**src/rtl/s2p_pkg.sv**
```systemverilog
// s2p_pkg: shared definitions for the serial_to_parallel deserializer.
//   cnt_w()     - width of the bit counter for a given data width
//   frame_len() - bits per frame (data bits, plus one parity bit when
//                 S2P_PARITY_EN is defined)
//   s2p_state_e - debug decode of the bit counter
package s2p_pkg;

    typedef enum logic [1:0] {
        S2P_IDLE,
        S2P_SHIFT,
        S2P_PARITY
    } s2p_state_e;

    function automatic int cnt_w(input int width);
        return $clog2(width + 1);
    endfunction

    function automatic int frame_len(input int width);
`ifdef S2P_PARITY_EN
        return width + 1;
`else
        return width;
`endif
    endfunction

endpackage

```
**src/rtl/s2p_out_buf.sv**
```systemverilog
// s2p_out_buf: one-entry valid/ready holding register for assembled words.
// Ports:
//   clk, rst     - clock, asynchronous active-high reset
//   load_i       - a completed, good word is offered this cycle
//   word_i       - the completed word
//   ready_i      - consumer accepts parallel_o this cycle
//   parallel_o   - buffered word (held while valid_o=1 and ready_i=0)
//   valid_o      - buffer holds a word
//   drop_o       - the offered word was lost because the buffer is full
module s2p_out_buf #(
    parameter int WIDTH = 4
) (
    input  logic             clk,
    input  logic             rst,
    input  logic             load_i,
    input  logic [WIDTH-1:0] word_i,
    input  logic             ready_i,
    output logic [WIDTH-1:0] parallel_o,
    output logic             valid_o,
    output logic             drop_o
);

    logic [WIDTH-1:0] r_data;
    logic             r_valid;
    logic             w_accept;

    // A new word fits if the buffer is empty or is being drained this edge.
    assign w_accept = load_i && (!r_valid || ready_i);
    assign drop_o   = load_i && r_valid && !ready_i;

    always_ff @(posedge clk or posedge rst) begin
        if (rst) begin
            r_data  <= '0;
            r_valid <= 1'b0;
        end else if (w_accept) begin
            r_data  <= word_i;
            r_valid <= 1'b1;
        end else if (r_valid && ready_i) begin
            r_valid <= 1'b0;
        end
    end

    assign parallel_o = r_data;
    assign valid_o    = r_valid;

endmodule

```
**src/rtl/serial_to_parallel.sv**
```systemverilog
// serial_to_parallel: collects qualified serial bits into WIDTH-bit words,
// MSB first, and presents each word on a one-entry valid/ready buffer.
// Optional feature macro: S2P_PARITY_EN (adds a trailing even-parity bit per
// frame and the parity_err_o port).
// Ports:
//   clk, rst      - clock, asynchronous active-high reset
//   serial_i      - serial data bit, qualified by valid_i
//   valid_i       - serial_i carries a real bit (low = stall)
//   ready_i       - consumer accepts parallel_o
//   parallel_o    - assembled word
//   valid_o       - output buffer holds a word
//   busy_o        - a partial frame is in progress
//   overflow_o    - sticky: a completed word was dropped
//   parity_err_o  - one-cycle pulse on a bad frame (S2P_PARITY_EN only)
module serial_to_parallel
    import s2p_pkg::*;
#(
    parameter int WIDTH = 4
) (
    input  logic             clk,
    input  logic             rst,
    input  logic             serial_i,
    input  logic             valid_i,
    input  logic             ready_i,
    output logic [WIDTH-1:0] parallel_o,
    output logic             valid_o,
    output logic             busy_o,
    output logic             overflow_o
`ifdef S2P_PARITY_EN
    ,
    output logic             parity_err_o
`endif
);

    localparam int              CW    = cnt_w(WIDTH);
    localparam int              FRAME = frame_len(WIDTH);
    localparam logic [CW-1:0]   LAST  = CW'(FRAME - 1);

    logic [WIDTH-1:0] r_sr;
    logic [CW-1:0]    r_cnt;
    logic             r_overflow;
    s2p_state_e       w_state;
    logic             w_last;
    logic             w_load;
    logic             w_drop;
    logic [WIDTH-1:0] w_word;

    // The counter is the whole FSM; this decode only names its regions.
    always_comb begin
        w_state = S2P_SHIFT;
        if (r_cnt == '0) begin
            w_state = S2P_IDLE;
        end
`ifdef S2P_PARITY_EN
        else if (r_cnt == CW'(WIDTH)) begin
            w_state = S2P_PARITY;
        end
`endif
    end

    assign w_last = valid_i && (r_cnt == LAST);

`ifdef S2P_PARITY_EN
    logic w_par_ok;
    logic r_parity_err;

    // Even parity: the parity bit equals the XOR of the data bits.
    assign w_par_ok = (serial_i == ^r_sr);
    assign w_word   = r_sr;
    assign w_load   = w_last && w_par_ok;
`else
    // The final data bit completes the word in the same edge it is accepted.
    assign w_word   = {r_sr[WIDTH-2:0], serial_i};
    assign w_load   = w_last;
`endif

    always_ff @(posedge clk or posedge rst) begin
        if (rst) begin
            r_sr       <= '0;
            r_cnt      <= '0;
            r_overflow <= 1'b0;
`ifdef S2P_PARITY_EN
            r_parity_err <= 1'b0;
`endif
        end else begin
            if (valid_i) begin
                r_cnt <= w_last ? '0 : r_cnt + 1'b1;
`ifdef S2P_PARITY_EN
                // The parity bit is checked, never shifted into the word.
                if (w_state != S2P_PARITY) begin
                    r_sr <= {r_sr[WIDTH-2:0], serial_i};
                end
`else
                r_sr <= {r_sr[WIDTH-2:0], serial_i};
`endif
            end
            if (w_drop) begin
                r_overflow <= 1'b1;
            end
`ifdef S2P_PARITY_EN
            r_parity_err <= w_last && !w_par_ok;
`endif
        end
    end

    s2p_out_buf #(
        .WIDTH (WIDTH)
    ) u_out_buf (
        .clk        (clk),
        .rst        (rst),
        .load_i     (w_load),
        .word_i     (w_word),
        .ready_i    (ready_i),
        .parallel_o (parallel_o),
        .valid_o    (valid_o),
        .drop_o     (w_drop)
    );

    assign busy_o     = (w_state != S2P_IDLE);
    assign overflow_o = r_overflow;
`ifdef S2P_PARITY_EN
    assign parity_err_o = r_parity_err;
`endif

endmodule

```
**config.mk**
```make
export PLATFORM = sky130hd
export DESIGN_NAME = serial_to_parallel
export DESIGN_NICKNAME = d
export VERILOG_FILES = /design/src/rtl/s2p_pkg.sv /design/src/rtl/s2p_out_buf.sv /design/src/rtl/serial_to_parallel.sv
export SDC_FILE = /design/constraint.sdc
export NUM_CORES = 1
export LEC_CHECK = 0
export CAP_MARGIN = 20
export CORE_AREA = 2 2 39 41
export CTS_CLUSTER_DIAMETER = 40
export DETAILED_ROUTE_END_ITERATION = 16
export DIE_AREA = 0 0 41 43
export MAX_ROUTING_LAYER = met4
export PLACE_DENSITY = 0.73
export SYNTH_ARGS = -nofsm -noshare
export SYNTH_HDL_FRONTEND = slang
export SYNTH_SLANG_ARGS = --single-unit
```
**constraint.sdc**
```tcl
create_clock -name clk -period 1.8 [get_ports clk]
set_input_delay 0.45 -clock clk [delete_from_list [all_inputs] [get_ports clk]]
set_output_delay 0.45 -clock clk [all_outputs]
set_load 0.03 [all_outputs]
```
==> flow_metrics.tcl, run 1 <==
set metrics [dict create \
    status "completed" \
    slew_headroom 0.706 \
    hp-class "in2async" \
    r2r_cells 5 \
    grt_start_max_net_pins 13 \
    worstReg2RegStart "r_cnt[0]" \
    postCtsSetupBuffers 0 \
    period_minus_slack_ns 1.74 \
    ff2ff_setup_slack_ns 0.36 \
    place.gp.congestion 0.786 \
    place_inst 65 \
    cts.sinks 12 \
    path_delay_family "buffers and inverters" \
    synth.area.top_cells "dfrtp_1 57%, mux2_2 17%, ha_1 4.8%" \
    cp.arrival_ns 1.29 \
    top_level_ports 12 \
    clockRootBuffer "clkbuf_4" \
    syn_area_sq_um 523 \
    final.setup_skew_ns 0.00166 \
    end_kind "output pin" \
    clock_latency_ns 0.27 \
    fin_crit_sh 0.968 \
    drt-total-wl_um 832 \
    fin_hold_ws_ns 0.470 \
    ant_nets 0 \
    antenna_found_initial 0 \
    drive_gt1_frac 0.308 \
    final_cell_mix "12 x dfrtp_1, 10 x clkdlybuf4s50_1, 8 x mux2_2" \
    path_buf_inv 1 \
    tns_ns 0 \
    r2r_end "u_out_buf.parallel_o[3]" \
    hold_viol_final 0 \
    syn-mean-instance-area_sq_um 14.1 \
    start_kind "flip-flop" \
    rsz0062_at_grt "no" \
    worst-path-max-fanout 2 \
    drt-initial-drc-count 3 \
    setup_violations 0 \
    die_w_um 41 \
    drc 0 \
    wl_per_cell_um 12.2 \
    stdcell_count 68 \
    path_cells "clkdlybuf4s50_1" \
    dieArea_sq_um 1760 \
    p_leak_nw 0.328 \
    maxCapViolCount 0 \
    setup_slack_ns 0.0579 \
    final_common_cell "dfrtp_1" \
    htreeDepth 1 \
    critPathKind "reg2out" \
    drv_slew 0 \
    die_y_um 43 \
    synth_seq_cells 12 \
    clk_pin_slew_ns 0.07 \
    num_rows 14 \
    grt_overflow 0 \
    fin_nets 61 \
    ir_worst_vdd_v 0.000495 \
    pre_cts_slack_ns 0.0403 \
    dpl-instance-area_sq_um 657 \
    ys_warn_count 0 \
    num_vias 329 \
    avgViaCountPerCell 4.84 \
    synth-seq-area-share 0.574 \
    cts_made_buffers 3 \
    max_freq_ghz 0.574 \
    grt_pass1_wl_mm 1.51 \
    io_buffers 11 \
    syn_inst 37 \
    synthDistinctLibCells 14 \
    required_ns 1.35 \
    hpwl_um 594 \
    cts_tree "done" \
    crit_slowest_cell "clkdlybuf4s50_1" \
    power.density_nw_per_um2 1630 \
    core_sq_um 1380 \
    synth_top_area_frac 0.574 \
    track_usage 0.140 \
    synth_top_area_cell "dfrtp_1" \
    syn_to_final_growth_pct 28.9 \
    synth_nets 44 \
    first_global_vias 356 \
    dr.pass1.iters 4 \
    n_fill_cell 135 \
    antenna_cells 0 \
    start_util 0.378 \
    worst_path_largest_cell_delay_ns 0.67 \
    final_area_sq_um 674 \
    clockBufferDepth 2 \
    worst_slew_pin_slew_ns 0.441 \
]
==> synthesized netlist by cell type <==
master and instances:
nor2_1 1, o22ai_1 1, a21boi_0 1, dfrtp_1 12, nand2b_1 2, ha_1 2, nand2_1 2, nor2b_1 1
buf_6 1, o21bai_1 1, inv_1 3, mux2_2 8, nor2b_4 1, nand3b_4 1
==> sequential cells by signal, indices dropped and copies added, names as in the netlist <==
signal	count
r_sr	3
r_cnt	3
u_out_buf.valid_o	1
overflow_o	1
u_out_buf.parallel_o	4
==> where the power goes <==
part	total [mW]	internal (mW)	switching, mW
logic	0.530	0.248	0.282
clock network	0.162	0.0775	0.0846
registers	0.410	0.364	0.0459
==> layout make-up <==
type / instances / area [sq um] / area share
clock buffers: 3 / 22.5 / 0.0334
well taps: 16 / 20.0 / 0.0297
flip-flops and latches: 12 / 300 / 0.445
multi-input cells: 21 / 200 / 0.297
inverters: 3 / 11.3 / 0.0167
repair buffers: 13 / 120 / 0.178
==> repair_timing <==
action | CTS | global route
hold buffers | 0 | 0
gates resized for setup | 1 | 2
setup endpoints to repair | 1 | 1
==> worst max-delay path by stage <==
stage | start | end | slack [ns] | depth (start not counted)
2_1_floorplan | r_cnt[0] | u_out_buf.parallel_o[0] | 0.53 | 4
3_3_place_gp | valid_i | u_out_buf.parallel_o[1] | 0.05 | 4
3_5_place_dp | valid_i | u_out_buf.parallel_o[2] | 0.04 | 4
4_1_cts | r_cnt[0] | busy_o | 0.02 | 4
5_1_grt | u_out_buf.parallel_o[2] | parallel_o[2] | 0.01 | 1
6_report | overflow_o | overflow_o | 0.06 | 1
==> metrics by stage <==
step | utilization | total power, mW
after floorplan | - | 0.748
after global placement | 0.475 | 0.951
after detailed placement | 0.475 | 0.958
after CTS | 0.490 | 1.12
after global routing | 0.487 | 1.17
final | 0.487 | 1.10
==> kinds of logic (layout without fill, tap and decap cells) <==
| kind of cell | after synthesis | after routing | share of synthesized area |
|---|---|---|---|
| buffers and inverters | 4 | 19 | 0.0431 |
| and+or+nand+nor | 8 | 8 | 0.122 |
| muxes | 8 | 8 | 0.172 |
| AOI/OAI and AO/OA | 3 | 3 | 0.0407 |
| DFF | 12 | 12 | 0.574 |
| adders and majority gates | 2 | 2 | 0.0478 |
==> routing by layer <==
metal  part of all wire  up-vias  track usage
li1                   -      152            -
met1               0.44      157        0.170
met2               0.44       15        0.178
met3              0.054        5       0.0314
met4              0.054        0        0.140
met5                  0        -            -
(Power assumes the default switching activity.)
==> run 2, diff against run 1 <==
--- a/config.mk
+++ b/config.mk
@@ -12,6 +12,7 @@
 export DIE_AREA = 0 0 41 43
 export MAX_ROUTING_LAYER = met4
 export PLACE_DENSITY = 0.73
+export SLEW_MARGIN = 20
 export SYNTH_ARGS = -nofsm -noshare
 export SYNTH_HDL_FRONTEND = slang
 export SYNTH_SLANG_ARGS = --single-unit
==> results of run 2 <==
The final DEF is identical to that of run 1; final timing and power are the same.
